File: config.mk
export PLATFORM = sky130hd
export DESIGN_NAME = pe_accum_sequencer
export DESIGN_NICKNAME = d
export VERILOG_FILES = /design/src/rtl/pe_seq_pkg.sv /design/src/rtl/pe_accum_sequencer.sv
export SDC_FILE = /design/constraint.sdc
export NUM_CORES = 1
export LEC_CHECK = 0
export CORE_AREA = 2 2 314 316
export CTS_BUF_LIST = sky130_fd_sc_hd__clkbuf_4 sky130_fd_sc_hd__clkbuf_8
export DETAILED_ROUTE_END_ITERATION = 6
export DIE_AREA = 0 0 316 318
export PLACE_DENSITY = 0.41
export SYNTH_ARGS = -nofsm -noshare
export SYNTH_HDL_FRONTEND = slang
export SYNTH_SLANG_ARGS = --single-unit
File: constraint.sdc
create_clock -name clk -period 2.7 [get_ports clk]
set_input_delay 0.81 -clock clk [delete_from_list [all_inputs] [get_ports clk]]
set_output_delay 0.81 -clock clk [all_outputs]
set_load 0.05 [all_outputs]
File: src/rtl/pe_seq_pkg.sv
// rtl/pe_seq_pkg.sv - shared types and defaults for the PE accumulation sequencer
//
// Purpose: state encoding, PE latency default and the lane-vector type shared
//          by the sequencer and anything that talks to it.
// Ports:   none (package).

package pe_seq_pkg;

    localparam int REG_WIDTH_DEF = 16;
    localparam int VECTOR_DEF    = 8;
    localparam int PE_LAT_DEF    = 1;

    typedef enum logic [1:0] {
        IDLE  = 2'd0,
        RUN   = 2'd1,
        DRAIN = 2'd2,
        HOLD  = 2'd3
    } seq_state_e;

    typedef logic [REG_WIDTH_DEF-1:0] lane_vec_t [VECTOR_DEF];

endpackage

File: src/rtl/pe_accum_sequencer.sv
// rtl/pe_accum_sequencer.sv - drives an external vector MAC PE through a K-step accumulation
//
// Purpose: accepts a job (start + k_len), streams k_len operand beats into the
//          PE, feeds the PE output back into its c input, then captures the
//          final vector and offers it on a valid/ready result port.
// Ports:
//   clk, rst            clock, synchronous active-high reset
//   start, k_len, busy  job request / beat count / job in flight
//   op_valid, op_ready  operand beat handshake; op_a per lane, op_b scalar
//   pe_a, pe_b, pe_c    drive to the PE inputs
//   pe_c_ab             PE registered result
//   res_valid, res_ready, res_data  result handshake and vector
//   done                one-cycle pulse after the result handshake

module pe_accum_sequencer
    import pe_seq_pkg::*;
#(
    parameter int REG_WIDTH = 16,
    parameter int VECTOR    = 8,
    parameter int KW        = 8,
    parameter int PE_LAT    = PE_LAT_DEF
) (
    input  logic                 clk,
    input  logic                 rst,
    input  logic                 start,
    input  logic [KW-1:0]        k_len,
    output logic                 busy,
    input  logic                 op_valid,
    output logic                 op_ready,
    input  logic [REG_WIDTH-1:0] op_a [VECTOR],
    input  logic [REG_WIDTH-1:0] op_b,
    output logic [REG_WIDTH-1:0] pe_a [VECTOR],
    output logic [REG_WIDTH-1:0] pe_b [VECTOR],
    output logic [REG_WIDTH-1:0] pe_c [VECTOR],
    input  logic [REG_WIDTH-1:0] pe_c_ab [VECTOR],
    output logic                 res_valid,
    input  logic                 res_ready,
    output logic [REG_WIDTH-1:0] res_data [VECTOR],
    output logic                 done
);

    localparam int            DW         = (PE_LAT > 1) ? $clog2(PE_LAT) : 1;
    localparam logic [DW-1:0] DRAIN_LAST = DW'(PE_LAT - 1);
    localparam logic [DW-1:0] DRAIN_ONE  = DW'(1);
    localparam logic [KW-1:0] BEAT_ONE   = KW'(1);

    seq_state_e           state_q;
    logic [KW-1:0]        k_len_q;
    logic [KW-1:0]        beat_cnt_q;
    logic [DW-1:0]        drain_cnt_q;
    logic                 busy_q;
    logic                 op_ready_q;
    logic                 res_valid_q;
    logic                 done_q;
    logic [REG_WIDTH-1:0] res_data_q [VECTOR];

    logic                 beat_acc;
    logic                 first_beat;
    logic [KW-1:0]        beat_cnt_nxt;

    assign beat_acc     = (state_q == RUN) && op_valid && op_ready_q;
    assign first_beat   = (beat_cnt_q == '0);
    assign beat_cnt_nxt = beat_cnt_q + BEAT_ONE;

    // Outside an accepted beat the PE sees a=0, b=0, c=c_ab, so it holds its value.
    // The first beat of a job seeds c with zero so no earlier job leaks in.
    always_comb begin
        for (int i = 0; i < VECTOR; i++) begin
            pe_a[i] = '0;
            pe_b[i] = '0;
            pe_c[i] = pe_c_ab[i];
            if (beat_acc) begin
                pe_a[i] = op_a[i];
                pe_b[i] = op_b;
                pe_c[i] = first_beat ? '0 : pe_c_ab[i];
            end
        end
    end

    always_ff @(posedge clk) begin
        if (rst) begin
            state_q     <= IDLE;
            k_len_q     <= '0;
            beat_cnt_q  <= '0;
            drain_cnt_q <= '0;
            busy_q      <= 1'b0;
            op_ready_q  <= 1'b0;
            res_valid_q <= 1'b0;
            done_q      <= 1'b0;
            res_data_q  <= '{default: '0};
        end else begin
            done_q <= 1'b0;
            case (state_q)
                IDLE: begin
                    if (start) begin
                        k_len_q     <= k_len;
                        beat_cnt_q  <= '0;
                        drain_cnt_q <= '0;
                        busy_q      <= 1'b1;
                        if (k_len == '0) begin
                            res_data_q  <= '{default: '0};
                            res_valid_q <= 1'b1;
                            state_q     <= HOLD;
                        end else begin
                            op_ready_q <= 1'b1;
                            state_q    <= RUN;
                        end
                    end
                end
                RUN: begin
                    if (beat_acc) begin
                        beat_cnt_q <= beat_cnt_nxt;
                        if (beat_cnt_nxt == k_len_q) begin
                            op_ready_q  <= 1'b0;
                            drain_cnt_q <= '0;
                            state_q     <= DRAIN;
                        end
                    end
                end
                DRAIN: begin
                    // Wait for the last beat to emerge from the PE pipeline.
                    if (drain_cnt_q == DRAIN_LAST) begin
                        res_data_q  <= pe_c_ab;
                        res_valid_q <= 1'b1;
                        state_q     <= HOLD;
                    end else begin
                        drain_cnt_q <= drain_cnt_q + DRAIN_ONE;
                    end
                end
                HOLD: begin
                    if (res_ready) begin
                        res_valid_q <= 1'b0;
                        done_q      <= 1'b1;
                        busy_q      <= 1'b0;
                        state_q     <= IDLE;
                    end
                end
                default: state_q <= IDLE;
            endcase
        end
    end

    assign busy      = busy_q;
    assign op_ready  = op_ready_q;
    assign res_valid = res_valid_q;
    assign done      = done_q;
    assign res_data  = res_data_q;

endmodule
==> results of run 1 <==
## placed cells by master (no fill, tap or decap), types with 2 or more instances in the layout
master / n
a211oi_1: 3
a21oi_1: 151
and2_1: 126
and2_2: 114
and2_4: 33
buf_12: 291
buf_16: 3
buf_4: 115
buf_6: 87
buf_8: 8
bufinv_16: 2
clkbuf_16: 3
clkbuf_8: 17
clkdlybuf4s50_1: 411
dfxtp_1: 146
dfxtp_2: 4
diode_2: 2
ha_1: 5
ha_4: 2
inv_1: 4
inv_2: 2
inv_6: 7
inv_8: 3
nand2_1: 156
nand2b_1: 3
nand3_1: 134
nor2_1: 14
nor2b_1: 6
nor4_1: 2
o211ai_1: 2
o21ai_0: 8
o21ai_1: 3
or3_1: 2
xnor2_1: 3
xor2_1: 5
## cell families (layout without fill, tap and decap cells)
kind of cell,Yosys count,after routing,synth area share [%]
other,0,2,0
AND/OR/NAND/NOR,604,604,37.4
buffers and inverters,214,958,14.6
adder cells (fa/ha/maj),7,7,1.02
multiplexers,2,2,0.248
flip-flops,150,150,35.0
AO/OA/AOI/OAI,176,176,10.8
XOR/XNOR,9,9,1.01
## metrics by stage
| stage | total power [mW] | utilization (%) | TNS, ns |
|---|---|---|---|
| 5_1_grt | 8.84 | 22.4 | -143.82 |
| 2_1_floorplan | 4.38 | - | 0 |
| 3_5_place_dp | 6.30 | 21.2 | -210.52 |
| 4_1_cts | 8.48 | 21.8 | -140.49 |
| 6_report | 8.45 | 22.4 | -88.38 |
| 3_3_place_gp | 6.31 | 21.2 | -203.32 |
## flip-flops by register name (all words and copies together), names as in the netlist
register and cells:
res_data 128, beat_cnt_q 8, k_len_q 8, state_q 2, busy 1, done 1, op_ready 1, res_valid 1
## worst reg2reg max path, delay by kind of cell, from the launching register on
| family | cells | cell delay, ns |
|---|---|---|
| buffers and inverters | 5 | 0.76 |
| adder cells (fa/ha/maj) | 1 | 0.28 |
| flip-flops | 1 | 0.37 |
| AO/OA/AOI/OAI | 2 | 0.65 |
| AND/OR/NAND/NOR | 3 | 0.25 |
## worst paths after layout
path | startpoint | end | slack [ns] | cells after the start
setup reg to reg | state_q[0] | res_data[0] | 0.33 | 11
setup / recovery | beat_cnt_q[1] | pe_c[112] | -0.34 | 9
hold reg to reg | res_data[111] | res_data[111] | 0.45 | 2
hold / removal | res_data[111] | res_data[111] | 0.45 | 2
## timing repair
item,CTS,global route
buffers inserted,7,1
endpoints found under the setup margin,394,392
pin swaps,14,3
resized for setup,32,116
gates cloned,2,6
## per-layer routing
| layer | up-vias | GRT usage, % | share of wire [%] | routed length, µm |
|---|---|---|---|---|
| met5 | - | 0 | 0.15 | 81 |
| met4 | 10 | 2.29 | 0.94 | 524 |
| met3 | 40 | 3.89 | 8.8 | 4900 |
| met2 | 447 | 20.0 | 55 | 30700 |
| met1 | 4863 | 10.0 | 35 | 19400 |
| li1 | 5147 | - | - | - |
## layout make-up
type / count / area (µm²) / share of cell area (%)
Sequential cell: 150 / 3010 / 13.8
Clock buffer: 17 / 234 / 1.07
Tap cell: 1287 / 1610 / 7.39
Clock inverter: 15 / 184 / 0.844
Multi-Input combinational cell: 798 / 4640 / 21.3
Timing Repair Buffer: 920 / 12100 / 55.5
Inverter: 6 / 22.5 / 0.103
Antenna cell: 2 / 5.00 / 0.0230
## power by group through the flow
stage                     Clock [mW]  Sequential, mW  Combinational (mW)
after floorplan                    0            2.38                1.99
after global placement             0            2.33                3.98
after detailed placement           0            2.33                3.96
after CTS                       2.15            2.29                4.04
after global routing            2.18            2.30                4.36
final                           2.00            2.29                4.16
==> run_results.csv, run 1 <==
group,metric,value,unit
run_status,outcome,"finished, violations left",
run_status,violations,"negative setup slack",
synthesis,synth_most_common_cell,"and2_1",
synthesis,synthesis.nets,1454,
final_layout,syn2layout_area_growth,154,%
pwr,p_seq_share,27.1,%
timing,clock_skew,0.0185,ns
synthesis,syn_inst,1162,
pwr,ir_drop,0.285,mV
synthesis,ys_seq_area_share,35.0,%
global_routing,grtUsageTotal,10.3,%
synthesis,synth_ff_type,"dfxtp_1",
global_routing,grt_pass1_wl,74700,µm
worst_setup_path,critPathSlowestCell,"dfxtp_2",
final_layout,fillCellCount,10539,
die,start_util,8.82,%
synthesis,async_flop_share,0,%
cts,clk_pin_slew,0.11,ns
run,cap_violations,0,
placed_design,placedCellCount,3145,
synthesis,ys_types,46,
synthesis,synth.area.top_cells,"dfxtp_1 (35%), and2_1 (20%), buf_4 (9.9%)",
timing,min_period_over_period,113,%
pwr,power.internal,4.96,mW
pwr,p_sw_share,41.2,%
drt,drt_first_pass_iters,6,
worst_setup_path,crit_type,"reg2out",
cts,cts_max_level,4,
drt,final_antenna_net_count,0,
synthesis,synthesis.area,8590,µm²
worst_setup_path,crit_path_max_fanout,26,
global_routing,grt-ovfl-total,0,
cts,clkSinkCount,150,
pwr,p_leak,8.04,nW
timing,maxSlewViolCount,0,
synthesis,synth_top_cells_by_count,"and2_1 (273), nand2_1 (156), a21oi_1 (152)",
placed_design,place.gp.congestion,0.725,
pwr,power_frac_comb,49.3,%
worst_hold_path,min_path_type,"reg2reg",
worst_setup_path,critPathTopFamily,"buffers and inverters",
drt,drt-initial-drc-count,372,
global_routing,antenna_found_initial,10,
timing,max_freq,0.329,GHz
die,die_w,316,µm
die,core,97400,µm²
placed_design,portBuffers,800,
synthesis,ys_ff_latch,150,
timing,setup_viol,384,
synthesis,yosysTopAreaCell,"dfxtp_1",
global_routing,grt_start_max_net_pins,103,
timing,max_slew_margin,53.2,%
die,dieArea,100000,µm²
worst_setup_path,crit_arrival,2.23,ns
pwr,powerDensity,387,nW/µm²
synthesis,synth_edf_count,0,
cts,postCtsHoldBufs,0,
worst_setup_path,critPathBufInv,5,
pwr,p_sw,3.48,mW
cts,cts-root-buf,"clkbuf_8",
synthesis,synth_top_area_share,35.0,%
synthesis,ys_warn_count,0,
cts,clkLatencyLatePin,0.55,ns
pwr,clkPwrFrac,23.6,%
placed_design,place.detailed.hpwl,44000,µm
die,die_y,318,µm
placed_design,pre_cts_ws,-0.508,ns
timing,worstMarginPinSlew,0.701,ns
placed_design,place_area,20600,µm²
global_routing,grt_pass1_vias,10413,
die,io_pins,801,
worst_setup_path,endpoint_kind,"output pin",
cts,cts_tree,"built",
final_layout,fin_area,21800,µm²
die,num_rows,115,
cts,clockBufferDepth,2,
timing,timing.final.ws_setup,-0.338,ns
drt,via_per_inst,3.29,
final_layout,drive_gt1_share,37.1,%
worst_setup_path,cp_cell_sequence,"inv_1 > ha_1 > nor4b_4 > buf_4 > nand3_4 > buf_12 > buf_16 > and2_2 > buf_6",
worst_setup_path,startpoint_type,"flip-flop",
timing,fin_crit,3.04,ns
timing,whs,0.454,ns
final_layout,layout.nets,2185,
synthesis,avgSynthCellArea,7.39,µm²
timing,grt_setup_unrepaired,"true",
worst_setup_path,max_stage_delay,0.33,ns
drt,num_vias,10507,
drt,wl_per_cell,17.4,µm
drt,drc,0,
drt,wl,55500,µm
timing,hold_viol,0,
cts,cts_buffers,17,
final_layout,instances_no_fill,3195,
worst_setup_path,worstPathRequired,1.89,ns
Note: power is estimated with default switching activity, not from simulation.
==> run 2, diff against run 1 <==
==> constraint.sdc (replaced) <==
create_clock -name clk -period 2.5 [get_ports clk]
set_input_delay 0.75 -clock clk [delete_from_list [all_inputs] [get_ports clk]]
set_output_delay 0.75 -clock clk [all_outputs]
set_load 0.05 [all_outputs]
==> run 2 against run 1 <==
Net effect: critical path type unchanged; sequential share of layout area up 0.060 points; highest routed layer unchanged; the flow still finishes with violations (negative setup slack); design area shrank 0.48%; total power is 7.3% higher.
==> run_results.csv, run 2 (synthesis gave the netlist of run 1 again) <==
group,metric,value,unit
final_layout,antenna_cells,0,
global_routing,grt_start_max_net_pins,82,
timing,setup_viol,388,
timing,worstMarginPinSlew,0.574,ns
die,io_pins,801,
placed_design,place.gp.congestion,0.774,
die,die_y,318,µm
placed_design,portBuffers,800,
drt,final_antenna_net_count,0,
run,cap_violations,0,
cts,clockBufferDepth,2,
cts,cts-root-buf,"clkbuf_8",
worst_setup_path,crit_type,"reg2out",
cts,cts_max_level,4,
timing,max_slew_margin,61.6,%
timing,tns,-121.17,ns
cts,cts_buffers,17,
drt,drt-initial-drc-count,342,
placed_design,pre_cts_ws,-0.752,ns
final_layout,layout.nets,2200,
timing,grt_setup_unrepaired,"true",
drt,drc,0,
timing,timing.final.ws_setup,-0.443,ns
worst_setup_path,rr_startpoint,"beat_cnt_q[0]",
placed_design,place.detailed.hpwl,43700,µm
drt,wl,52800,µm
die,dieArea,100000,µm²
worst_setup_path,reg2reg_depth,8,
die,start_util,8.82,%
timing,fin_crit,2.94,ns
final_layout,fillCellCount,10545,
final_layout,drive_gt1_share,40.7,%
die,core,97400,µm²
drt,num_vias,10394,
drt,via_per_inst,3.24,
worst_hold_path,min_path_type,"reg2reg",
cts,cts_tree,"built",
timing,max_freq,0.340,GHz
final_layout,syn2layout_area_growth,153,%
cts,clkSinkCount,150,
final_layout,final_util,22.3,%
worst_setup_path,reg2reg_slack,0.21,ns
worst_setup_path,r2r-end,"state_q[1]",
global_routing,grt-ovfl-total,0,
final_layout,register_area,3010,µm²
pwr,powerDensity,418,nW/µm²
die,num_rows,115,
timing,clock_skew,0.0245,ns
worst_setup_path,startpoint,"beat_cnt_q[0]",
worst_setup_path,crit_arrival,2.19,ns
worst_setup_path,crit_path_max_fanout,66,
cts,clk_pin_slew,0.11,ns
worst_setup_path,endpoint,"pe_c[74]",
timing,hold_viol,0,
global_routing,grtUsageTotal,10.1,%
global_routing,antenna_found_initial,1,
timing,maxSlewViolCount,0,
cts,clkLatencyLatePin,0.55,ns
worst_setup_path,startpoint_type,"flip-flop",
timing,min_period_over_period,118,%
run_status,outcome,"finished, violations left",
worst_setup_path,worstPathRequired,1.75,ns
drt,wl_per_cell,16.5,µm
die,die_w,316,µm
final_layout,final_common_cell,"clkdlybuf4s50_1",
global_routing,grt_pass1_vias,10361,
run_status,violations,"negative setup slack",
global_routing,grt_pass1_wl,73700,µm
drt,drt_first_pass_iters,4,
final_layout,layout.cells.most_common_list,"clkdlybuf4s50_1 (394), buf_12 (288), buf_4 (175)",
pwr,ir_drop,0.352,mV
final_layout,multiInputGateArea,4700,µm²
pwr,p_leak,8.12,nW
worst_setup_path,endpoint_kind,"output pin",
final_layout,largest_reg_flops,128,
[run 2: cell count changes in the layout (fill, tap and decap cells not counted), moves of 3 or more]
cell	delta
buf_4	+60
and2_1	-42
and2_2	+33
clkdlybuf4s50_1	-17
buf_6	-13
and2_4	+9
buf_8	-7
buf_12	-3
clkbuf_16	-3
inv_6	-3
[run 2: layout make-up]
| class | instances | area share (%) |
|---|---|---|
| repair buffers | 935 | 55.0 |
| inverters | 6 | 0.104 |
| clock buffers | 18 | 1.11 |
| clock inverters | 14 | 0.853 |
| flip-flops and latches | 150 | 13.9 |
| multi-input cells | 798 | 21.7 |
| well taps | 1287 | 7.42 |
[run 2: power breakdown]
group / switching, mW / internal, mW
clock network: 1.23 / 0.952
logic: 2.44 / 1.96
registers: 0.0385 / 2.44
[run 2: worst max-delay path, cell delays in order (launching register included)]
cell     delay (ns)
dfxtp_1        0.33
inv_1          0.05
ha_1           0.15
nor4b_4        0.20
buf_4          0.17
nand3_4        0.11
buf_12         0.19
and2_2         0.23
buf_4          0.18
[run 2: how the worst min path moves through the flow]
stage / start / endpoint / depth (start not counted)
detailed placement: res_data[82] / res_data[82] / 2
floorplan: k_len_q[0] / k_len_q[0] / 2
CTS: res_data[126] / res_data[126] / 2
global route: res_data[126] / res_data[126] / 2
global placement: res_data[110] / res_data[110] / 2
finish: res_data[65] / res_data[65] / 2
[run 2: what timing repair did]
action	CTS	global route
endpoints found under the hold margin	0	0
buffers inserted	3	0
gates resized for setup	91	8
cloned	1	0
setup endpoints to repair	496	498
hold buffers	0	0
pin swaps	5	2
[run 2: through the flow]
step           hold slack (ns)  total power [mW]  instances  cell area, µm²
6_report                 0.454              9.06       3208           21700
5_1_grt                  0.466              9.50       3208           21700
4_1_cts                  0.456              9.28       3208           21700
3_5_place_dp             0.442              6.85       3172           20800
3_3_place_gp             0.438              6.87       3172           20800
2_1_floorplan            0.448              4.83       1162            9350
[run 2: layer usage]
metal / track usage [%] / part of all wire [%] / vias up
met5: 0 / 0.015 / -
met4: 2.24 / 1.0 / 2
met3: 2.99 / 7.4 / 22
met2: 19.4 / 55 / 434
met1: 10.5 / 37 / 4749
li1: - / - / 5187
